## src/rtl/bldc_pwm_commutator.sv

```systemverilog
// bldc_pwm_commutator
//   Six-step BLDC commutation and PWM stage. The prescaler's slow square wave
//   is synchronised and edge-detected into a one-clk timebase tick. That tick
//   drives the PWM carrier counter and the dead-time counter. Filtered hall
//   codes select the active high/low phase pair.
//
// Ports
//   clk      in   system clock
//   rst_n    in   asynchronous active-low reset
//   en       in   drive enable; low forces IDLE and clears fault
//   pwm_tick in   divider output, sampled through a 2-FF synchroniser
//   duty     in   high-side on-count per PWM period
//   dir      in   0 = forward table, 1 = reverse (hi/lo swapped)
//   hall     in   raw {H1,H2,H3}
//   gate_hi  out  high-side gates {A,B,C}
//   gate_lo  out  low-side gates {A,B,C}
//   fault    out  latched illegal-hall indicator
//   sector   out  currently accepted hall code
module bldc_pwm_commutator #(
    parameter int unsigned CNT_W     = 8,
    parameter int unsigned DEADTIME  = 2,
    parameter int unsigned HALL_FILT = 3
) (
    input  logic             clk,
    input  logic             rst_n,
    input  logic             en,
    input  logic             pwm_tick,
    input  logic [CNT_W-1:0] duty,
    input  logic             dir,
    input  logic [2:0]       hall,
    output logic [2:0]       gate_hi,
    output logic [2:0]       gate_lo,
    output logic             fault,
    output logic [2:0]       sector
);

    localparam logic [1:0] ST_IDLE  = 2'd0;
    localparam logic [1:0] ST_DEAD  = 2'd1;
    localparam logic [1:0] ST_RUN   = 2'd2;
    localparam logic [1:0] ST_FAULT = 2'd3;

    // Last count value before wrap: 2^CNT_W-2, giving a 2^CNT_W-1 tick period.
    localparam logic [CNT_W-1:0] CNT_TOP = {{(CNT_W-1){1'b1}}, 1'b0};

    logic             tick_s1, tick_s2, tick_prev, tick_en;
    logic [2:0]       hall_s1, hall_s2, hall_cand;
    logic [3:0]       stab_cnt, stab_nxt;
    logic             hall_acc, hall_chg;
    logic [CNT_W-1:0] cnt, duty_q;
    logic [7:0]       dead_cnt;
    logic [1:0]       state, state_nxt;
    logic             dead_load, run_entry;
    logic [2:0]       run_code;
    logic             run_dir, dir_q;
    logic [2:0]       hi_mask, lo_mask;
    logic             pwm_on;

    function automatic logic legal(input logic [2:0] c);
        return (c != 3'b000) && (c != 3'b111);
    endfunction

    // Timebase: 2-FF synchroniser plus registered rising-edge pulse.
    always_ff @(posedge clk or negedge rst_n) begin
        if (!rst_n) begin
            tick_s1   <= 1'b0;
            tick_s2   <= 1'b0;
            tick_prev <= 1'b0;
            tick_en   <= 1'b0;
        end else begin
            tick_s1   <= pwm_tick;
            tick_s2   <= tick_s1;
            tick_prev <= tick_s2;
            tick_en   <= tick_s2 & ~tick_prev;
        end
    end

    // Hall filter: stab_nxt is the run length of the current synchronised code,
    // saturating at HALL_FILT; the code is accepted when the run reaches it.
    always_comb begin
        if (hall_s2 != hall_cand)
            stab_nxt = 4'd1;
        else if (stab_cnt >= 4'(HALL_FILT))
            stab_nxt = stab_cnt;
        else
            stab_nxt = stab_cnt + 4'd1;
        hall_acc = (stab_nxt == 4'(HALL_FILT));
        hall_chg = hall_acc && (hall_s2 != sector);
    end

    always_ff @(posedge clk or negedge rst_n) begin
        if (!rst_n) begin
            hall_s1   <= '0;
            hall_s2   <= '0;
            hall_cand <= '0;
            stab_cnt  <= '0;
            sector    <= '0;
        end else begin
            hall_s1   <= hall;
            hall_s2   <= hall_s1;
            hall_cand <= hall_s2;
            stab_cnt  <= stab_nxt;
            if (hall_acc)
                sector <= hall_s2;
        end
    end

    // FSM next state; priority en=0 > illegal > commutation > dead expiry.
    always_comb begin
        state_nxt = state;
        dead_load = 1'b0;
        run_entry = 1'b0;
        case (state)
            ST_IDLE: begin
                if (en && legal(sector)) begin
                    state_nxt = ST_DEAD;
                    dead_load = 1'b1;
                end
            end
            ST_DEAD: begin
                if (!en)
                    state_nxt = ST_IDLE;
                else if (!legal(sector))
                    state_nxt = ST_FAULT;
                else if (hall_chg || (dir != dir_q))
                    dead_load = 1'b1;
                else if (tick_en && (dead_cnt <= 8'd1)) begin
                    state_nxt = ST_RUN;
                    run_entry = 1'b1;
                end
            end
            ST_RUN: begin
                if (!en)
                    state_nxt = ST_IDLE;
                else if (!legal(sector))
                    state_nxt = ST_FAULT;
                else if ((sector != run_code) || (dir != run_dir)) begin
                    state_nxt = ST_DEAD;
                    dead_load = 1'b1;
                end
            end
            default: begin
                if (!en)
                    state_nxt = ST_IDLE;
            end
        endcase
    end

    always_ff @(posedge clk or negedge rst_n) begin
        if (!rst_n) begin
            state    <= ST_IDLE;
            dead_cnt <= '0;
            cnt      <= '0;
            duty_q   <= '0;
            run_code <= '0;
            run_dir  <= 1'b0;
            dir_q    <= 1'b0;
        end else begin
            state <= state_nxt;
            dir_q <= dir;
            if (dead_load)
                dead_cnt <= 8'(DEADTIME);
            else if ((state == ST_DEAD) && tick_en && (dead_cnt != 8'd0))
                dead_cnt <= dead_cnt - 8'd1;
            if (run_entry) begin
                cnt      <= '0;
                duty_q   <= duty;
                run_code <= sector;
                run_dir  <= dir;
            end else if (tick_en) begin
                if (cnt >= CNT_TOP) begin
                    cnt    <= '0;
                    duty_q <= duty;
                end else begin
                    cnt <= cnt + 1'b1;
                end
            end
        end
    end

    // Phase pair decoded from the code/direction latched at RUN entry, so a
    // change can never reach the gates without passing through DEAD first.
    always_comb begin
        hi_mask = 3'b000;
        lo_mask = 3'b000;
        case (run_code)
            3'b101: begin hi_mask = 3'b100; lo_mask = 3'b010; end
            3'b100: begin hi_mask = 3'b100; lo_mask = 3'b001; end
            3'b110: begin hi_mask = 3'b010; lo_mask = 3'b001; end
            3'b010: begin hi_mask = 3'b010; lo_mask = 3'b100; end
            3'b011: begin hi_mask = 3'b001; lo_mask = 3'b100; end
            3'b001: begin hi_mask = 3'b001; lo_mask = 3'b010; end
            default: begin hi_mask = 3'b000; lo_mask = 3'b000; end
        endcase
        if (run_dir) begin
            {hi_mask, lo_mask} = {lo_mask, hi_mask};
        end
    end

    assign pwm_on = (cnt < duty_q);
    assign fault  = (state == ST_FAULT);

    always_ff @(posedge clk or negedge rst_n) begin
        if (!rst_n) begin
            gate_hi <= '0;
            gate_lo <= '0;
        end else if (state == ST_RUN) begin
            gate_hi <= hi_mask & {3{pwm_on}};
            gate_lo <= lo_mask;
        end else begin
            gate_hi <= '0;
            gate_lo <= '0;
        end
    end

endmodule

```

## config.mk

```make
export PLATFORM = sky130hd
export DESIGN_NAME = bldc_pwm_commutator
export DESIGN_NICKNAME = d
export VERILOG_FILES = /design/src/rtl/bldc_pwm_commutator.sv
export SDC_FILE = /design/constraint.sdc
export NUM_CORES = 1
export LEC_CHECK = 0
export ABC_CLOCK_PERIOD_IN_PS = 3300
export CAP_MARGIN = 20
export CELL_PAD_IN_SITES_DETAIL_PLACEMENT = 1
export CELL_PAD_IN_SITES_GLOBAL_PLACEMENT = 1
export CORE_MARGIN = 3
export CORE_UTILIZATION = 49
export DETAILED_ROUTE_END_ITERATION = 8
export PLACE_DENSITY = 0.94
export SLEW_MARGIN = 5
export SYNTH_ARGS = -nofsm -noshare
export SYNTH_HDL_FRONTEND = slang
export SYNTH_SLANG_ARGS = --single-unit
```

## constraint.sdc

```tcl
create_clock -name clk -period 3.3 [get_ports clk]
set_clock_uncertainty 0.2 [all_clocks]
set_input_delay 0.66 -clock clk [delete_from_list [all_inputs] [get_ports clk]]
set_output_delay 0.66 -clock clk [all_outputs]
set_load 0.005 [all_outputs]
```

* After elaboration in Yosys (flattened, before gate mapping)
Index checks and enable logic that the tools add are counted.
Cells by class: $add $sub $neg 3, order comparisons 4, multiplexer cells 39, equality and inequality tests 21, reductions and logical operators 22, bitwise operators 3
Operators by type and width (count):
- 8-bit 2-to-1 mux | 8
- 2-bit 2-to-1 mux | 9
- 3-bit case mux with 3 select lines | 2
- 1-bit 2-to-1 mux | 12
- 3-bit 2-to-1 mux | 4
- 4-bit != test, second input constant | 3
- 2-bit OR reduction | 6
- 3-bit == test, second input constant | 3
- 3-bit != test | 3
- 8-bit by 1-bit adder with 8-bit output, second input constant | 1
- 8-bit >= comparator, second input constant | 1
- 8-bit by 1-bit less-or-equal comparator with 1-bit output, second input constant | 1
- 8-bit less-than comparator | 1
- 4-bit 2-to-1 mux | 2
- 8-bit nonzero test | 1
- 8-bit by 1-bit subtractor with 8-bit output, second input constant | 1
- 3-bit by 2-bit == test with 1-bit output, second input constant | 2
- 1-bit logical AND | 6
- 2-bit case mux with 3 select lines | 1
- 2-bit nonzero test | 3
- 5-bit AND reduction | 1
- 4-bit by 1-bit adder with 4-bit output, second input constant | 1
- 2-bit == test, second input constant | 2
- 4-bit by 2-bit == test with 1-bit output, second input constant | 1
- other kinds (15) | 17
Storage, ports and cells: bits of input ports 16, register bits after elaboration 57

* Longest topological paths before layout
Gate-level depths: netlist of the first run.
depth after elaboration 12, depth in mapped cells 8

* Worst setup path before layout of the first run
No wires, ideal clock.
path type register to register, start reg stab_cnt[0], end reg run_code[0], data required time 2.975 ns, cell stages (with the launch flop) 7, path slack 1.070 ns, arrival 1.905 ns, library setup time 0.125 ns, path buffers 0, cell sequence dfrtp_1 ha_1 nor3b_1 a31oi_1 and4b_1 nor2_1 mux2_2
On the way: cells in the longest elaborated chain, start to end 10, elaborated cells on any way between the ends 11, those cells by class add/sub (1); order compare (1); eq/ne (1); mux (6); reduce/logical (2)
RTL lines:
- from (decl) | line 47 | logic [3:0] stab_cnt, stab_nxt;
- from (signal assigned) | line 101 | stab_cnt <= stab_nxt;
- 4-bit by 1-bit adder with 4-bit output or 4-bit by 2-bit >= comparator with 1-bit output (tied branches) | line 85, 82
- 4-bit 2-to-1 mux (*) | line 82 | else if (stab_cnt >= 4'(HALL_FILT))
- 4-bit 2-to-1 mux (*) | line 80 | if (hall_s2 != hall_cand)
- 4-bit by 2-bit == test with 1-bit output (*) | line 86 | hall_acc = (stab_nxt == 4'(HALL_FILT));
- 1-bit logical AND (*) | line 87 | hall_chg = hall_acc && (hall_s2 != sector);
- 1-bit logical OR (*) | line 124 | else if (hall_chg || (dir != dir_q))
- 1-bit 2-to-1 mux (*) | line 124
- 1-bit 2-to-1 mux (*) | line 122 | else if (!legal(sector))
- 1-bit 2-to-1 mux (*) | line 120 | if (!en)
- 1-bit 2-to-1 mux (*) | line 112 | case (state)
- to (signal assigned) | line 167 | run_code <= sector;
- to (decl) | line 53 | logic [2:0] run_code;
Every way passes the cells marked *; elsewhere a longest branch is shown, timed or not. A chain may end at the register's enable or synchronous reset.

* Worst setup path in the final report of the first run
start reg hall_s2[0], end reg dead_cnt[4]
On the way: cells in the longest elaborated chain, start to end 10, elaborated cells on any way between the ends 12, those cells by class eq/ne (3); mux (6); reduce/logical (3)
RTL lines:
- from (decl) | line 46 | logic [2:0] hall_s1, hall_s2, hall_cand;
- from (signal assigned) | line 99 | hall_s2 <= hall_s1;
- 3-bit != test | line 80
- 4-bit 2-to-1 mux | line 80
- 4-bit by 2-bit == test with 1-bit output | line 86
- 1-bit logical AND (*) | line 87
- 1-bit logical OR (*) | line 124
- 1-bit 2-to-1 mux (*) | line 124
- 1-bit 2-to-1 mux (*) | line 122
- 1-bit 2-to-1 mux (*) | line 120
- 1-bit case mux with 3 select lines (*) | line 112
- 8-bit 2-to-1 mux or 2-bit nonzero test (tied branches)
- to (signal assigned) | line 161 | dead_cnt <= 8'(DEADTIME);
- to (signal assigned) | line 163 | dead_cnt <= dead_cnt - 8'd1;
- to (decl) | line 50 | logic [7:0] dead_cnt;
Marks and branches as above.

==> flow_metrics.py, run 1 <==
metrics = {
    "final_layout": {
        "final_common_cell": "dfrtp_1",
        "area_delta_synth_final_pct": 18.2,
        "post-route-util_pct": 60.7,
        "antenna_cells": 0,
        "fin_nets": 327,
        "mostFrequentLayoutCells": "dfrtp_1 (57), nor2_1 (24), clkdlybuf4s50_1 (24)",
        "drive_gt1_share_pct": 14.3,
    },
    "placement": {
        "place_congestion": 0.793,
        "hpwlAfterDp_mm": 4.47,
        "port_buffers": 25,
    },
    "global_route": {
        "grt_max_degree": 30,
        "global_route.usage.met3_pct": 6.18,
        "use_met1_pct": 24.6,
        "grt_antenna_before_repair": 0,
        "overflow": 0,
        "grt_pass1_wl_mm": 10.6,
        "grt_pass1_vias": 2244,
        "top_usage_layer": "met2",
        "grtUsageTotal_pct": 21.0,
        "met2_usage_pct": 34.9,
    },
    "clock_network": {
        "ctsResizeCount": 0,
        "cts_sinks": 57,
        "clockBufferDepth": 2,
        "cts_max_level": 3,
        "post-cts-setup-buffers": 0,
        "cts-root-buf": "clkbuf_8",
        "postCtsHoldBufs": 0,
        "clk_pin_slew_ns": 0.06,
        "numCtsBuffers": 9,
        "clk_latency_ns": 0.34,
        "tritoncts": "yes",
    },
    "synthesis": {
        "postSynthAreaPerCell_um2": 11.0,
        "synth_edf_count": 0,
        "ys_seq_area_share_pct": 49.8,
        "async_reset_ff_share_pct": 100,
        "syn_nets": 293,
        "synth_ff_type": "dfrtp_1",
        "synth_area_um2": 2860,
        "ys_warn_count": 0,
        "syn_inst": 261,
        "ys_ff_latch": 57,
        "yosys.cell_types.count": 46,
    },
    "sta": {
        "worstMarginPinSlew_ns": 0.666,
        "period_needed_ns": 2.60,
        "slew_viol_final": 0,
        "fmax_mhz": 385,
        "rsz0062_at_grt": "false",
        "finalHoldViolCount": 0,
        "slew_headroom_pct": 55.6,
        "finalSetupViolations": 0,
        "period_share_pct": 78.8,
        "fin_tns_setup_ns": 0,
    },
    "drt": {
        "drt_iter0_markers": 104,
        "viasPerCell": 5.58,
        "vias": 2077,
        "firstDrtPassIters": 4,
        "wl_mm": 6.12,
        "drc": 0,
        "wl_per_cell_um": 16.5,
        "antenna_left": 0,
    },
    "power": {
        "p_leak_nw": 1.54,
        "p_per_area_nw_per_um2": 760,
        "totalPowerFinal_mw": 2.57,
        "vdd_drop_max_uv": 407,
    },
    "floorplanning": {
        "rows": 27,
        "io_pins": 26,
        "core_area_um2": 5570,
        "die-area_um2": 6800,
        "die_x_um": 82.5,
        "initial_utilization_pct": 51.4,
        "die_h_um": 82.5,
    },
    "worst_setup_path": {
        "reg2reg_from": "hall_s2[0]",
        "crit_path_end": "dead_cnt[4]",
        "cp-end-kind": "flip-flop",
        "rr_endpoint": "dead_cnt[4]",
        "worstSetupPathType": "reg -> reg",
        "crit_required_ns": 3.30,
        "path_max_fanout": 8,
        "reg2reg_slack_ns": 0.70,
        "arrival_ns": 2.60,
        "worstSetupStartpoint": "hall_s2[0]",
        "cp-start-kind": "flip-flop",
        "r2r_cells": 6,
    },
    "run_status": {
        "status": "completed",
    },
    "job": {
        "drv_cap": 0,
    },
    "worst_hold_path": {
        "hp-class": "reg -> reg",
        "hold_start": "tick_s1",
    },
}
## stage by stage
stage | hold WS, ns | std cells | setup slack [ns] | cell area (um^2)
6_report | 0.149 | 372 | 0.699 | 3390
4_1_cts | 0.151 | 372 | 0.679 | 3390
2_1_floorplan | 0.131 | 261 | 1.07 | 2860
3_5_place_dp | 0.136 | 356 | 0.424 | 3210
3_3_place_gp | 0.132 | 356 | 0.528 | 3210
5_1_grt | 0.159 | 372 | 0.439 | 3390
## metal layers
layer / vias to the layer above / part of all wire [%] / wire, um
li1: 982 / - / -
met2: 34 / 51 / 3120
met5: - / 0 / 0
met1: 1048 / 43 / 2660
met3: 13 / 3.3 / 201
met4: 0 / 2.2 / 137
## layout make-up
class | count | area, um^2
Timing Repair Buffer | 27 | 273
Inverter | 16 | 60.1
Multi-Input combinational cell | 184 | 1360
Clock buffer | 13 | 159
Fill cell | 618 | 2190
Clock inverter | 3 | 15.0
Sequential cell | 57 | 1430
Tap cell | 72 | 90.1
## synthesized netlist by cell type (3+ instances only)
library cell	number	area share, %
ha_1	16	7.0
a21oi_1	13	2.3
clkbuf_1	4	0.52
nand3_1	5	0.87
nand2b_1	3	0.66
nor2_1	24	3.1
a21o_1	5	1.3
o21ai_0	9	1.6
mux2_2	15	5.9
or3_1	3	0.66
nand4_1	4	0.87
nor2b_1	3	0.66
nand3b_1	3	0.79
inv_1	16	2.1
nor3_1	11	1.9
and2_1	4	0.87
dfrtp_1	57	50
nand2_1	15	2.0
xor2_1	7	2.1
nor4_1	3	0.66
xnor2_1	11	3.4
## critical path, cell delays in order (launching register included)
cell	delay [ns]
dfrtp_1	0.42
xor2_1	0.16
nor3_1	0.52
and4b_1	0.42
nor3_1	0.14
o41ai_4	0.48
nor2_1	0.11
## sequential cells by signal, summed over array words and instances (netlist names), 2 cells and up
name	cells
run_code	3
hall_cand	3
hall_s2	3
cnt	8
gate_hi	3
stab_cnt	4
dead_cnt	8
state	2
hall_s1	3
sector	3
duty_q	8
gate_lo	3
## where the power goes
part / total (mW) / switching, mW / internal, mW
sequential: 1.06 / 0.198 / 0.863
clock: 0.577 / 0.267 / 0.310
combinational: 0.934 / 0.472 / 0.462
## how the worst min path moves through the flow
stage,cells after the start,slack (ns),end
5_1_grt,0,0.16,tick_s2
3_3_place_gp,0,0.13,hall_s2[2]
2_1_floorplan,0,0.13,hall_s2[0]
6_report,0,0.15,tick_s2
4_1_cts,0,0.15,tick_s2
3_5_place_dp,0,0.14,hall_s2[0]
## logic make-up (layout without fill, tap and decap cells)
family / Yosys count / count (layout) / synth area share [%]
adder cells (fa/ha/maj): 16 / 16 / 6.99
AO/OA/AOI/OAI: 42 / 42 / 10.4
buffers and inverters: 20 / 59 / 2.62
AND/OR/NAND/NOR: 91 / 91 / 18.0
multiplexers: 17 / 17 / 6.60
flip-flops: 57 / 57 / 49.8
XOR/XNOR: 18 / 18 / 5.50
Note: power is estimated with default switching activity, not from simulation.
==> run 2: changes to the inputs <==
- ABC_CLOCK_PERIOD_IN_PS: 3300 -> 2300
- CORE_UTILIZATION: 49 -> 41
- PLACE_DENSITY: 0.94 -> 0.85
- clock period: 3.3 -> 2.3 ns (I/O delays scaled with it)
==> run 2 against run 1 <==
The run now ends with negative setup slack left. Worst hold slack better by 0.00096 ns. Critical path depth grew 3. Largest cell class is now multi-input combinational cells. Utilization is 3.3 points lower. Fmax grew 10%. Clock power grew 75%. Highest routed layer unchanged.
==> flow_metrics.py, run 2 (synthesized netlist as in run 1, its figures left out) <==
metrics = {
    "floorplanning": {
        "core_area_um2": 6570,
        "die_x_um": 89.6,
        "initial_utilization_pct": 43.6,
        "io_pins": 26,
        "die-area_um2": 8020,
        "rows": 29,
        "die_h_um": 89.6,
    },
    "worst_setup_path": {
        "crit_required_ns": 2.37,
        "arrival_ns": 2.43,
        "critPathSlowestCell": "dfrtp_1",
        "cpPeakStageDelay_ns": 0.41,
        "cp-end-kind": "flip-flop",
        "crit_chain": "ha_4 -> nor3b_4 -> a31oi_2 -> and4b_2 -> buf_6 -> o21ai_4 -> buf_6 -> or3_1 -> o221ai_2",
        "critical-path-top-delay-family": "simple AND/OR/NAND/NOR gates",
        "crit_top_cell": "buf_6",
        "path_max_fanout": 4,
        "worstSetupPathType": "reg -> reg",
        "critical_path_buf_inv_count": 2,
        "cp-start-kind": "flip-flop",
    },
    "drt": {
        "drc": 0,
        "wl_per_cell_um": 16.7,
        "vias": 2156,
        "drt_iter0_markers": 95,
        "firstDrtPassIters": 4,
        "antenna_left": 0,
        "viasPerCell": 5.15,
        "wl_mm": 6.98,
    },
    "clock_network": {
        "clk_pin_slew_ns": 0.07,
        "cts_sinks": 57,
        "clockBufferDepth": 2,
        "cts_max_level": 3,
        "numCtsBuffers": 9,
        "tritoncts": "yes",
        "clk_latency_ns": 0.35,
        "cts-root-buf": "clkbuf_8",
    },
    "final_layout": {
        "final_common_cell": "dfrtp_1",
        "area_delta_synth_final_pct": 31.7,
        "fill_cells": 712,
        "antenna_cells": 0,
        "largestRegisters": "cnt (8), dead_cnt (8), duty_q (8)",
        "mostFrequentLayoutCells": "dfrtp_1 (56), clkdlybuf4s50_1 (24), nor2_1 (22)",
        "drive_gt1_share_pct": 26.4,
        "post-route-util_pct": 57.4,
        "fin_nets": 353,
    },
    "power": {
        "p_leak_nw": 1.72,
        "p_per_area_nw_per_um2": 1090,
        "vdd_drop_max_uv": 456,
    },
    "placement": {
        "hpwlAfterDp_mm": 4.90,
        "place_congestion": 0.747,
        "port_buffers": 25,
    },
    "sta": {
        "finalSetupViolations": 12,
        "period_share_pct": 103,
        "setup_slack_ns": -0.0642,
        "period_needed_ns": 2.36,
        "worstMarginPinSlew_ns": 0.560,
        "rsz0062_at_grt": "true",
        "slew_headroom_pct": 62.7,
        "fin_tns_setup_ns": -0.260,
        "finalHoldViolCount": 0,
        "slew_viol_final": 0,
        "fmax_mhz": 423,
    },
    "run_status": {
        "violations": "negative setup slack",
        "status": "finished with violations",
    },
    "global_route": {
        "overflow": 0,
        "grt_pass1_vias": 2361,
        "grtUsageTotal_pct": 18.7,
        "grt_max_degree": 28,
        "grt_antenna_before_repair": 0,
        "grt_pass1_wl_mm": 11.2,
    },
    "worst_hold_path": {
        "hp-class": "reg -> reg",
    },
    "job": {
        "drv_cap": 0,
    },
}
[run 2: area by class of cell]
type	count	area (um^2)	area share (%)
timing repair buffer	53	489	13.0
inverter	16	60.1	1.59
clock buffer	12	165	4.38
multi-input combinational	184	1460	38.8
tap	93	116	3.09
sequential	57	1430	37.9
clock inverter	4	50.0	1.33
[run 2: layer usage]
| metal | up-vias | track usage, % | share of wire (%) |
|---|---|---|---|
| met1 | 1080 | 21.7 | 42 |
| met4 | 0 | 9.34 | 2.0 |
| met2 | 32 | 32.8 | 54 |
| met3 | 14 | 3.28 | 2.7 |
| li1 | 1030 | - | - |
| met5 | - | 0 | 0 |
[run 2: what timing repair did]
action	CTS	global route
hold buffers	1	0
hold endpoints to repair	21	0
setup endpoints to repair	13	30
pin swaps	1	8
buffers inserted	3	3
gates resized for setup	1	26
[run 2: where the power goes]
part	switching (mW)	internal, mW	total, mW
clock network	0.422	0.586	1.01
logic	0.770	0.804	1.57
registers	0.279	1.24	1.52
total	1.47	2.63	4.10
[run 2: worst paths after layout]
kind / to / cells past startpoint / slack (ns) / start
setup / recovery: cnt[4] / 9 / -0.06 / stab_cnt[0]
hold / removal: hall_s2[0] / 0 / 0.15 / hall_s1[0]
setup reg to reg: cnt[4] / 9 / -0.06 / stab_cnt[0]
hold reg to reg: hall_s2[0] / 0 / 0.15 / hall_s1[0]
max in group asynchronous: sector[0] / 3 / 0.91 / rst_n
min in group asynchronous: gate_lo[1] / 2 / 0.43 / rst_n
[run 2: stage by stage]
step	instance area [um^2]	hold slack, ns	setup WS (ns)	power (mW)	cells
6_report	3770	0.150	-0.0642	4.10	419
5_1_grt	3770	0.156	-0.165	4.39	419
4_1_cts	3650	0.152	-0.0702	4.03	418
3_5_place_dp	3400	0.136	-0.240	2.98	398
3_3_place_gp	3400	0.132	-0.185	2.85	398
2_1_floorplan	2860	-0.0356	0.0700	2.41	261
==> run 3: changes to the inputs <==
- CAP_MARGIN: 20 -> unset
- CORE_UTILIZATION: 41 -> 30
- PLACE_DENSITY: 0.85 -> 0.68
==> run 3 against run 2 <==
The flow now finishes without violations. Die area is 34% higher. Total power is 5.2% lower. Non-clock buffer count rose by 3. Largest cell class unchanged. Wire length down 13%. Largest power group is now sequential cells. Cell count up 9.3%. Setup slack gained 0.083 ns. Critical path depth shrank 1. Via count fell by 1.2%. Count of clock-buffer cells in the layout increased by 2.
==> flow_metrics.py, run 3 (synthesized netlist as in run 1, its figures left out) <==
metrics = {
    "worst_hold_path": {
        "hp-class": "reg -> reg",
    },
    "global_route": {
        "grt_max_degree": 58,
        "grt_pass1_wl_mm": 10.4,
        "overflow": 0,
        "grt_antenna_before_repair": 0,
        "grt_pass1_vias": 2276,
        "grtUsageTotal_pct": 12.0,
    },
    "floorplanning": {
        "die_x_um": 104,
        "rows": 35,
        "die-area_um2": 10800,
        "initial_utilization_pct": 31.0,
        "core_area_um2": 9240,
        "io_pins": 26,
        "die_h_um": 104,
    },
    "power": {
        "p_per_area_nw_per_um2": 1030,
        "swShare_pct": 34.9,
        "p_leak_nw": 1.72,
        "p_sw_mw": 1.36,
        "comb_power_share_pct": 38.3,
        "totalPowerFinal_mw": 3.89,
        "p_seq_share_pct": 38.7,
        "vdd_drop_max_uv": 347,
        "p_int_mw": 2.53,
        "p_clk_share_pct": 23.0,
    },
    "placement": {
        "place_congestion": 0.725,
        "port_buffers": 25,
        "dpl_worst_slack_ns": -0.253,
        "placed_area_um2": 3470,
        "hpwlAfterDp_mm": 4.25,
    },
    "run_status": {
        "status": "completed",
    },
    "drt": {
        "drc": 0,
        "antenna_left": 0,
        "firstDrtPassIters": 4,
        "wl_per_cell_um": 13.3,
        "vias": 2131,
        "wl_mm": 6.10,
        "viasPerCell": 4.65,
        "drt_iter0_markers": 33,
    },
    "clock_network": {
        "clk_latency_ns": 0.34,
        "tritoncts": "yes",
        "cts_max_level": 3,
        "cts_sinks": 57,
        "clk_pin_slew_ns": 0.06,
        "cts-root-buf": "clkbuf_8",
        "numCtsBuffers": 9,
        "clockBufferDepth": 2,
    },
    "sta": {
        "slew_viol_final": 0,
        "fin_tns_setup_ns": 0,
        "finalHoldViolCount": 0,
        "worstMarginPinSlew_ns": 0.379,
        "setup_slack_ns": 0.0192,
        "fmax_mhz": 438,
        "slew_headroom_pct": 74.5,
        "period_needed_ns": 2.28,
        "rsz0062_at_grt": "true",
        "finalSetupViolations": 0,
        "period_share_pct": 99.2,
        "fin_hold_ws_ns": 0.152,
    },
    "final_layout": {
        "antenna_cells": 0,
        "area_delta_synth_final_pct": 32.2,
        "drive_gt1_share_pct": 26.1,
        "fin_nets": 356,
        "design_area_um2": 3790,
        "mostFrequentLayoutCells": "dfrtp_1 (57), buf_4 (27), clkdlybuf4s50_1 (23)",
        "largestRegisters": "cnt (8), dead_cnt (8), duty_q (8)",
        "final_common_cell": "dfrtp_1",
    },
    "worst_setup_path": {
        "crit_required_ns": 2.32,
        "cp-start-kind": "flip-flop",
        "cp-end-kind": "flip-flop",
        "worstSetupPathType": "reg -> reg",
        "arrival_ns": 2.31,
        "path_max_fanout": 4,
    },
    "job": {
        "drv_cap": 0,
    },
}
## run 3: cell count changes in the layout (fill, tap and decap cells not counted), moves of 2 or more
cell	delta
buf_4	+6
buf_6	-3
clkinvlp_4	-2
o21ai_1	-2
o21ai_0	+2
## run 3: metal layers
metal | wire (um) | up-vias | GRT usage [%]
met5 | 0 | - | 0
met4 | 90 | 0 | 4.56
met3 | 216 | 11 | 3.99
met2 | 3020 | 26 | 19.9
met1 | 2780 | 1054 | 14.6
li1 | - | 1040 | -
## run 3: layout make-up
type                            count  area (um^2)
Sequential cell                    57         1430
Tap cell                          129          161
Clock buffer                       14          183
Timing Repair Buffer               56          503
Clock inverter                      2         10.0
Inverter                           16         60.1
Fill cell                        1032         5450
Multi-Input combinational cell    184         1440
## run 3: final timing paths
check / start / endpoint / slack [ns] / cells after the start
max in group asynchronous: rst_n / duty_q[1] / 1.19 / 3
worst max register to register: stab_cnt[1] / cnt[1] / 0.02 / 8
min in group asynchronous: rst_n / state[0] / 0.46 / 3
worst max-delay path: stab_cnt[1] / cnt[1] / 0.02 / 8
worst min register to register: tick_s1 / tick_s2 / 0.15 / 0
worst min-delay path: tick_s1 / tick_s2 / 0.15 / 0
## run 3: power by group through the flow
stage	logic, mW	registers [mW]	clock network, mW
floorplan	0.957	1.46	0
global placement	1.38	1.50	0
detailed placement	1.44	1.51	0
CTS	1.48	1.49	0.930
global route	1.70	1.54	0.984
finish	1.49	1.51	0.895
## run 3: worst max-delay path, cell delays in order (launching register included)
cell	delay, ns
dfrtp_1	0.42
ha_4	0.25
nor3b_2	0.15
a31oi_1	0.19
and4b_2	0.32
o21ai_4	0.22
buf_4	0.14
nor2_1	0.03
mux2_2	0.25
## run 3: stage by stage
step / util, % / instances
after floorplan: - / 261
after global placement: 37.6 / 438
after detailed placement: 37.6 / 438
after CTS: 40.1 / 456
after global routing: 41.0 / 458
final: 41.0 / 458
## run 3: timing repair
action,CTS,global route
resized for setup,8,11
hold buffers,1,0
setup buffers,3,2
hold endpoints to repair,57,0
pin swaps,2,4
endpoints found under the setup margin,10,25
